File: config.mk
export PLATFORM = sky130hd
export DESIGN_NAME = imem_loader_flat
export DESIGN_NICKNAME = d
export VERILOG_FILES = /design/src/rtl/imem_loader_if.sv /design/src/rtl/imem_loader.sv /design/src/flat_wrapper.sv
export SDC_FILE = /design/constraint.sdc
export NUM_CORES = 1
export LEC_CHECK = 0
export BUFFER_PORTS_ARGS = -buffer_cell sky130_fd_sc_hd__buf_4
export CAP_MARGIN = 20
export CORE_UTILIZATION = 35
export CTS_CLUSTER_DIAMETER = 60
export DETAILED_ROUTE_END_ITERATION = 10
export PLACE_DENSITY = 0.51
export SYNTH_ARGS = -nofsm -noshare
export SYNTH_HDL_FRONTEND = slang
export SYNTH_SLANG_ARGS = --single-unit
File: constraint.sdc
create_clock -name clk -period 9.35 [get_ports clk]
set_clock_uncertainty 0.05 [all_clocks]
set_input_delay 0 -clock clk [delete_from_list [all_inputs] [get_ports clk]]
set_output_delay 0 -clock clk [all_outputs]
set_load 0.01 [all_outputs]
File: src/rtl/imem_loader_if.sv
// Loader-side bus bundle: the UART byte stream coming in and the imem write port going out.
// The master modport is the loader; the slave modport is the UART/imem environment around it.
interface imem_loader_if;
    logic        rx_valid;
    logic [7:0]  rx_data;
    logic        imem_we;
    logic [31:0] imem_addr;
    logic [31:0] imem_wdata;

    modport master (
        input  rx_valid,
        input  rx_data,
        output imem_we,
        output imem_addr,
        output imem_wdata
    );

    modport slave (
        output rx_valid,
        output rx_data,
        input  imem_we,
        input  imem_addr,
        input  imem_wdata
    );
endinterface

File: src/rtl/imem_loader.sv
// Instruction-memory loader: parses a length-prefixed little-endian word stream from the UART,
// writes each word into imem and keeps the core in reset until the whole program is present.
module imem_loader #(
    parameter logic [31:0] BASE_ADDR      = 32'h0000_0000,
    parameter int          MAX_WORDS      = 256,
    parameter int          TIMEOUT_CYCLES = 1000000
) (
    input  logic          clk,
    input  logic          reset,
    imem_loader_if.master bus,
    input  logic          load_req,
    output logic          cpu_hold,
    output logic          done,
    output logic          error
);

    localparam int TMO_W = $clog2(TIMEOUT_CYCLES + 1);
    localparam logic [TMO_W-1:0] TMO_LAST = TMO_W'(TIMEOUT_CYCLES - 1);
    localparam logic [16:0]      MAX_N    = 17'(MAX_WORDS);

    typedef enum logic [2:0] {
        S_LEN0,
        S_LEN1,
        S_DATA,
        S_DONE,
        S_ERROR
    } state_t;

    state_t            state, state_n;
    logic [15:0]       len_q, len_n;
    logic [1:0]        byte_cnt, byte_cnt_n;
    logic [15:0]       word_idx, word_idx_n;
    logic [31:0]       word_buf, word_buf_n;
    logic [TMO_W-1:0]  tmo_cnt, tmo_n;
    logic              we_q, we_n;
    logic [31:0]       addr_q, addr_n;
    logic [31:0]       wdata_q, wdata_n;
    logic [15:0]       n_rx;

    // Full word count as it would be once the current byte is taken as N[15:8].
    assign n_rx = {bus.rx_data, len_q[7:0]};

    always_comb begin
        state_n    = state;
        len_n      = len_q;
        byte_cnt_n = byte_cnt;
        word_idx_n = word_idx;
        word_buf_n = word_buf;
        tmo_n      = '0;
        we_n       = 1'b0;
        addr_n     = addr_q;
        wdata_n    = wdata_q;

        // load_req outranks any byte in every state; restart discards whatever was in flight.
        if (load_req) begin
            state_n    = S_LEN0;
            len_n      = '0;
            byte_cnt_n = '0;
            word_idx_n = '0;
            word_buf_n = '0;
        end else begin
            case (state)
                S_LEN0: begin
                    if (bus.rx_valid) begin
                        len_n   = {8'h00, bus.rx_data};
                        state_n = S_LEN1;
                    end
                end

                S_LEN1: begin
                    if (bus.rx_valid) begin
                        len_n      = n_rx;
                        byte_cnt_n = '0;
                        word_idx_n = '0;
                        word_buf_n = '0;
                        if (n_rx == 16'h0000)
                            state_n = S_DONE;
                        else if ({1'b0, n_rx} > MAX_N)
                            state_n = S_ERROR;
                        else
                            state_n = S_DATA;
                    end else if (tmo_cnt == TMO_LAST) begin
                        state_n = S_ERROR;
                    end else begin
                        tmo_n = tmo_cnt + TMO_W'(1);
                    end
                end

                S_DATA: begin
                    if (bus.rx_valid) begin
                        byte_cnt_n = byte_cnt + 2'd1;
                        word_buf_n[{byte_cnt, 3'b000} +: 8] = bus.rx_data;
                        if (byte_cnt == 2'd3) begin
                            we_n       = 1'b1;
                            addr_n     = BASE_ADDR + {14'd0, word_idx, 2'b00};
                            wdata_n    = {bus.rx_data, word_buf[23:0]};
                            word_idx_n = word_idx + 16'd1;
                            word_buf_n = '0;
                            if ((word_idx + 16'd1) == len_q)
                                state_n = S_DONE;
                        end
                    end else if (tmo_cnt == TMO_LAST) begin
                        // The partial word is dropped; nothing reaches imem.
                        state_n    = S_ERROR;
                        byte_cnt_n = '0;
                        word_buf_n = '0;
                    end else begin
                        tmo_n = tmo_cnt + TMO_W'(1);
                    end
                end

                S_DONE: begin
                    state_n = S_DONE;
                end

                S_ERROR: begin
                    if (bus.rx_valid) begin
                        len_n      = {8'h00, bus.rx_data};
                        byte_cnt_n = '0;
                        word_idx_n = '0;
                        word_buf_n = '0;
                        state_n    = S_LEN1;
                    end
                end

                default: begin
                    state_n = S_LEN0;
                end
            endcase
        end
    end

    // Status flags follow the state register, so they trail a state change by one cycle.
    always_ff @(posedge clk or posedge reset) begin
        if (reset) begin
            state    <= S_LEN0;
            len_q    <= '0;
            byte_cnt <= '0;
            word_idx <= '0;
            word_buf <= '0;
            tmo_cnt  <= '0;
            we_q     <= 1'b0;
            addr_q   <= BASE_ADDR;
            wdata_q  <= '0;
            cpu_hold <= 1'b1;
            done     <= 1'b0;
            error    <= 1'b0;
        end else begin
            state    <= state_n;
            len_q    <= len_n;
            byte_cnt <= byte_cnt_n;
            word_idx <= word_idx_n;
            word_buf <= word_buf_n;
            tmo_cnt  <= tmo_n;
            we_q     <= we_n;
            addr_q   <= addr_n;
            wdata_q  <= wdata_n;
            cpu_hold <= (state != S_DONE);
            done     <= (state == S_DONE);
            error    <= (state == S_ERROR);
        end
    end

    assign bus.imem_we    = we_q;
    assign bus.imem_addr  = addr_q;
    assign bus.imem_wdata = wdata_q;

endmodule
File: src/flat_wrapper.sv
// flat-port wrapper written by rule: the top's interface ports become plain ports
module imem_loader_flat 
#(
    parameter logic [31:0] BASE_ADDR      = 32'h0000_0000,
    parameter int          MAX_WORDS      = 256,
    parameter int          TIMEOUT_CYCLES = 1000000
)
  (clk, reset, load_req, cpu_hold, done, error, bus_rx_valid, bus_rx_data, bus_imem_we, bus_imem_addr, bus_imem_wdata);
  imem_loader_if bus_i ();
  input  logic clk;
  input  logic reset;
  input  logic load_req;
  output logic cpu_hold;
  output logic done;
  output logic error;
  input wire logic [$bits(bus_i.rx_valid)-1:0] bus_rx_valid;
  input wire logic [$bits(bus_i.rx_data)-1:0] bus_rx_data;
  output wire logic [$bits(bus_i.imem_we)-1:0] bus_imem_we;
  output wire logic [$bits(bus_i.imem_addr)-1:0] bus_imem_addr;
  output wire logic [$bits(bus_i.imem_wdata)-1:0] bus_imem_wdata;
  assign bus_i.rx_valid = bus_rx_valid;
  assign bus_i.rx_data = bus_rx_data;
  assign bus_imem_we = bus_i.imem_we;
  assign bus_imem_addr = bus_i.imem_addr;
  assign bus_imem_wdata = bus_i.imem_wdata;
  imem_loader #(.BASE_ADDR(BASE_ADDR), .MAX_WORDS(MAX_WORDS), .TIMEOUT_CYCLES(TIMEOUT_CYCLES)) u_core (.clk(clk), .reset(reset), .bus(bus_i), .load_req(load_req), .cpu_hold(cpu_hold), .done(done), .error(error));
endmodule
==> results.py <==
metrics = {
    "sta": {
        "fin_tns_setup_ns": 0,
        "relSlewSlack_pct": 41.01,
        "setup_violations": 0,
        "fmax_mhz": 324.2,
        "tightest_slew_ns": 0.8816,
        "fin_crit_ns": 3.084,
        "fin_crit_sh_pct": 32.99,
        "slew_violations": 0,
        "timing.hold.ws_ns": 0.1763,
        "finalHoldViolCount": 0,
        "rsz0062_at_grt": "false",
    },
    "worst_setup_path": {
        "crit_path_max_incr_delay_ns": 0.57,
        "r2r_slack_ns": 6.27,
        "crit_type": "reg -> reg",
        "cp.arrival_ns": 3.37,
        "worstPathCellList": "nor2b_1 -> and3_1 -> nand2_2 -> buf_4 -> clkinv_1 -> buf_4 -> nand4_1 -> o21ai_0",
        "r2r-end": "u_core.word_idx[10]",
        "critPathCaptureType": "flip-flop",
        "path_depth": 8,
        "worstPathMaxFanout": 60,
        "crit_buf_inv": 3,
        "cp_slowest_cell": "dfrtp_1",
        "path_delay_family": "simple AND/OR/NAND/NOR gates",
        "start_kind": "flip-flop",
        "crit_top_cell": "buf_4",
        "reg2reg_depth": 8,
        "regToRegStartpoint": "u_core.state[1]",
        "worst_ep_required_time_ns": 9.63,
    },
    "finish": {
        "drive_gt1_share_pct": 13.60,
        "final_nets": 800,
        "instances_no_fill": 1023,
        "antenna_cells": 0,
        "syn_to_final_growth_pct": 20.10,
        "final_common_cell": "nand2_1",
        "layout_common_cells": "221 x nand2_1, 132 x dfrtp_1, 68 x buf_4",
    },
    "global_routing": {
        "antenna_found_initial": 0,
        "grt_max_degree": 87,
        "grt_pass1_vias": 4731,
        "grt_pass1_wl_mm": 24.95,
        "gr-usage-all-layers_pct": 17.33,
        "grt-ovfl-total": 0,
    },
    "floorplanning": {
        "pin_count": 80,
        "die_w_um": 137.2,
        "rows": 49,
        "initial_core_util_pct": 35.62,
        "coreArea_um2": 17960,
        "die_h_um": 137.2,
        "dieArea_um2": 18830,
    },
    "synth": {
        "synth_cells": 721,
        "synth.distinct_cells": 56,
        "syn-cell-area_um2": 6399,
        "yosysWarnings": 0,
        "yosys.area.top_type": "dfrtp_1",
        "synth_seq_area_share_pct": 52.03,
        "yosys.area.top_type_share_pct": 51.62,
        "synthArstFlopShare_pct": 100.0,
        "synthFlopType": "dfrtp_1",
        "synth_edf_count": 0,
        "synth-seq-cells": 133,
        "syn_area_per_cell_um2": 8.875,
        "synth_area_leaders": "dfrtp_1 52%, nand2_1 13%, o21ai_0 4.5%",
    },
    "clocking": {
        "cts_max_path_buffers": 2,
        "htreeDepth": 4,
        "cts_setup_buffers": 0,
        "root_buffer": "clkbuf_16",
        "worstSkewPairLatency_ns": 0.42,
        "clkTransAtPathRegs_ns": 0.06,
        "cts-hold-fix-buffers": 12,
        "cts_tree": "yes",
        "cts_sinks": 133,
        "post_cts_resize_count": 0,
        "cts_buffers": 17,
    },
    "hold_path": {
        "min_path_type": "in -> async",
    },
    "detailed_routing": {
        "wl_per_cell_um": 15.07,
        "vias_per_cell": 5.015,
        "drt_iter0_markers": 343,
        "via_count": 5130,
        "wirelength_mm": 15.42,
        "drt-pass1-iter-count": 5,
        "drc": 0,
        "ant_nets": 0,
    },
    "place": {
        "routabilityCongestion": 0.7659,
        "port-buffer-count": 63,
        "dpl.hpwl_mm": 9.958,
        "dp_cells": 978,
    },
    "power": {
        "swShare_pct": 24.02,
        "p_clk_share_pct": 47.9,
        "p_seq_share_pct": 44.9,
        "intPower_w": 0.001014,
        "power.density_nw_per_um2": 173.7,
        "finalPower_w": 0.001335,
        "comb_power_share_pct": 7.2,
        "leakage_nw": 3.700,
        "vdd_drop_max_mv": 0.1351,
        "p_sw_w": 0.0003206,
    },
    "flow_run": {
        "drv_cap": 0,
    },
    "outcome": {
        "status": "finished, final reports clean",
    },
}
registers in the layout (all words and copies together), names as in the netlist:
register,count
u_core.error,1
u_core.len_q,16
u_core.state,3
u_core.word_idx,16
u_core.byte_cnt,2
u_core.cpu_hold,1
u_core.tmo_cnt,20
u_core.bus.imem_we,1
u_core.done,1
u_core.bus.imem_wdata,32
u_core.word_buf,24
u_core.bus.imem_addr,16
metal layers:
metal | track usage, % | vias up | share of wire [%]
met1 | 24.53 | 2483 | 49
li1 | - | 2512 | -
met2 | 26.07 | 116 | 45
met5 | 0 | - | 0
met3 | 3.348 | 19 | 4.2
met4 | 6.716 | 0 | 1.6
power by group through the flow:
| stage | Sequential [W] | Clock (W) | Combinational, W |
|---|---|---|---|
| after floorplan | 0.000604 | 0 | 0.0000721 |
| after global placement | 0.000609 | 0 | 0.0000893 |
| after detailed placement | 0.000610 | 0 | 0.0000903 |
| after CTS | 0.000600 | 0.000655 | 0.0000950 |
| after global routing | 0.000602 | 0.000679 | 0.000108 |
| final | 0.000600 | 0.000639 | 0.0000955 |
how the worst max path moves through the flow:
stage / to / slack [ns] / from
after floorplan: u_core.bus.imem_addr[10] / 5.75 / reset
after global placement: u_core.word_idx[15] / 6.37 / u_core.state[1]
after detailed placement: u_core.word_idx[9] / 6.24 / u_core.state[1]
after CTS: u_core.word_idx[9] / 6.21 / u_core.state[1]
after global routing: u_core.word_idx[13] / 5.90 / u_core.state[1]
final: u_core.word_idx[10] / 6.27 / u_core.state[1]
synth_stat cells, types with 2 or more instances:
cell type  count
a21oi_1       16
buf_4         16
nor4b_1        2
or2_2          2
nand4_1       12
dfrtp_1      132
nor4_1         6
nor3_1         8
inv_1          8
nand2_1      222
and4_1         6
o211ai_1       2
a21boi_0       3
xnor2_1       18
mux2i_1        2
a211oi_1       2
a22o_1        10
o32ai_1        2
nor2_1        45
a21o_1         2
buf_6          2
clkbuf_1      35
o21ai_1        8
xor2_1        18
nor2b_1        5
o31ai_1       11
o21ai_0       57
a211o_1        2
nand3_1       15
a31oi_1        6
and3_1        13
and2_1         4
ha_1           6
per-stage QoR:
step | instance area [um^2] | setup WS, ns | util, %
after detailed placement | 6974 | 6.243 | 38.82
after global routing | 7685 | 5.901 | 42.78
after global placement | 6974 | 6.370 | 38.82
after CTS | 7652 | 6.214 | 42.60
final | 7685 | 6.266 | 42.78
after floorplan | 6455 | 5.747 | -
kinds of logic after synthesis:
logic type      after synthesis  share of synthesized area, %
fa+ha+maj                     6                         1.173
mux                           3                        0.4889
simple gates                349                         23.99
xor+xnor                     36                         4.928
other cells                   1                       0.05861
compound gates              129                         12.38
buf+inv                      64                         4.947
flops                       133                         52.03
worst reg2reg max path, stage by stage, from the launching register on:
cell and delay, ns:
dfrtp_1 0.57, nor2b_1 0.32, and3_1 0.27, nand2_2 0.43, buf_4 0.45, clkinv_1 0.09
buf_4 0.51, nand4_1 0.15, o21ai_0 0.17
final cells by class:
type / count / area (um^2)
clock buffer: 21 / 450.4
clock inverter: 10 / 107.6
fill: 1813 / 10280
inverter: 9 / 36.28
multi-input combinational: 539 / 2811
sequential: 133 / 3329
tap: 229 / 286.5
timing repair buffer: 82 / 663.1
No activity file was read; power rests on OpenSTA's default activity.
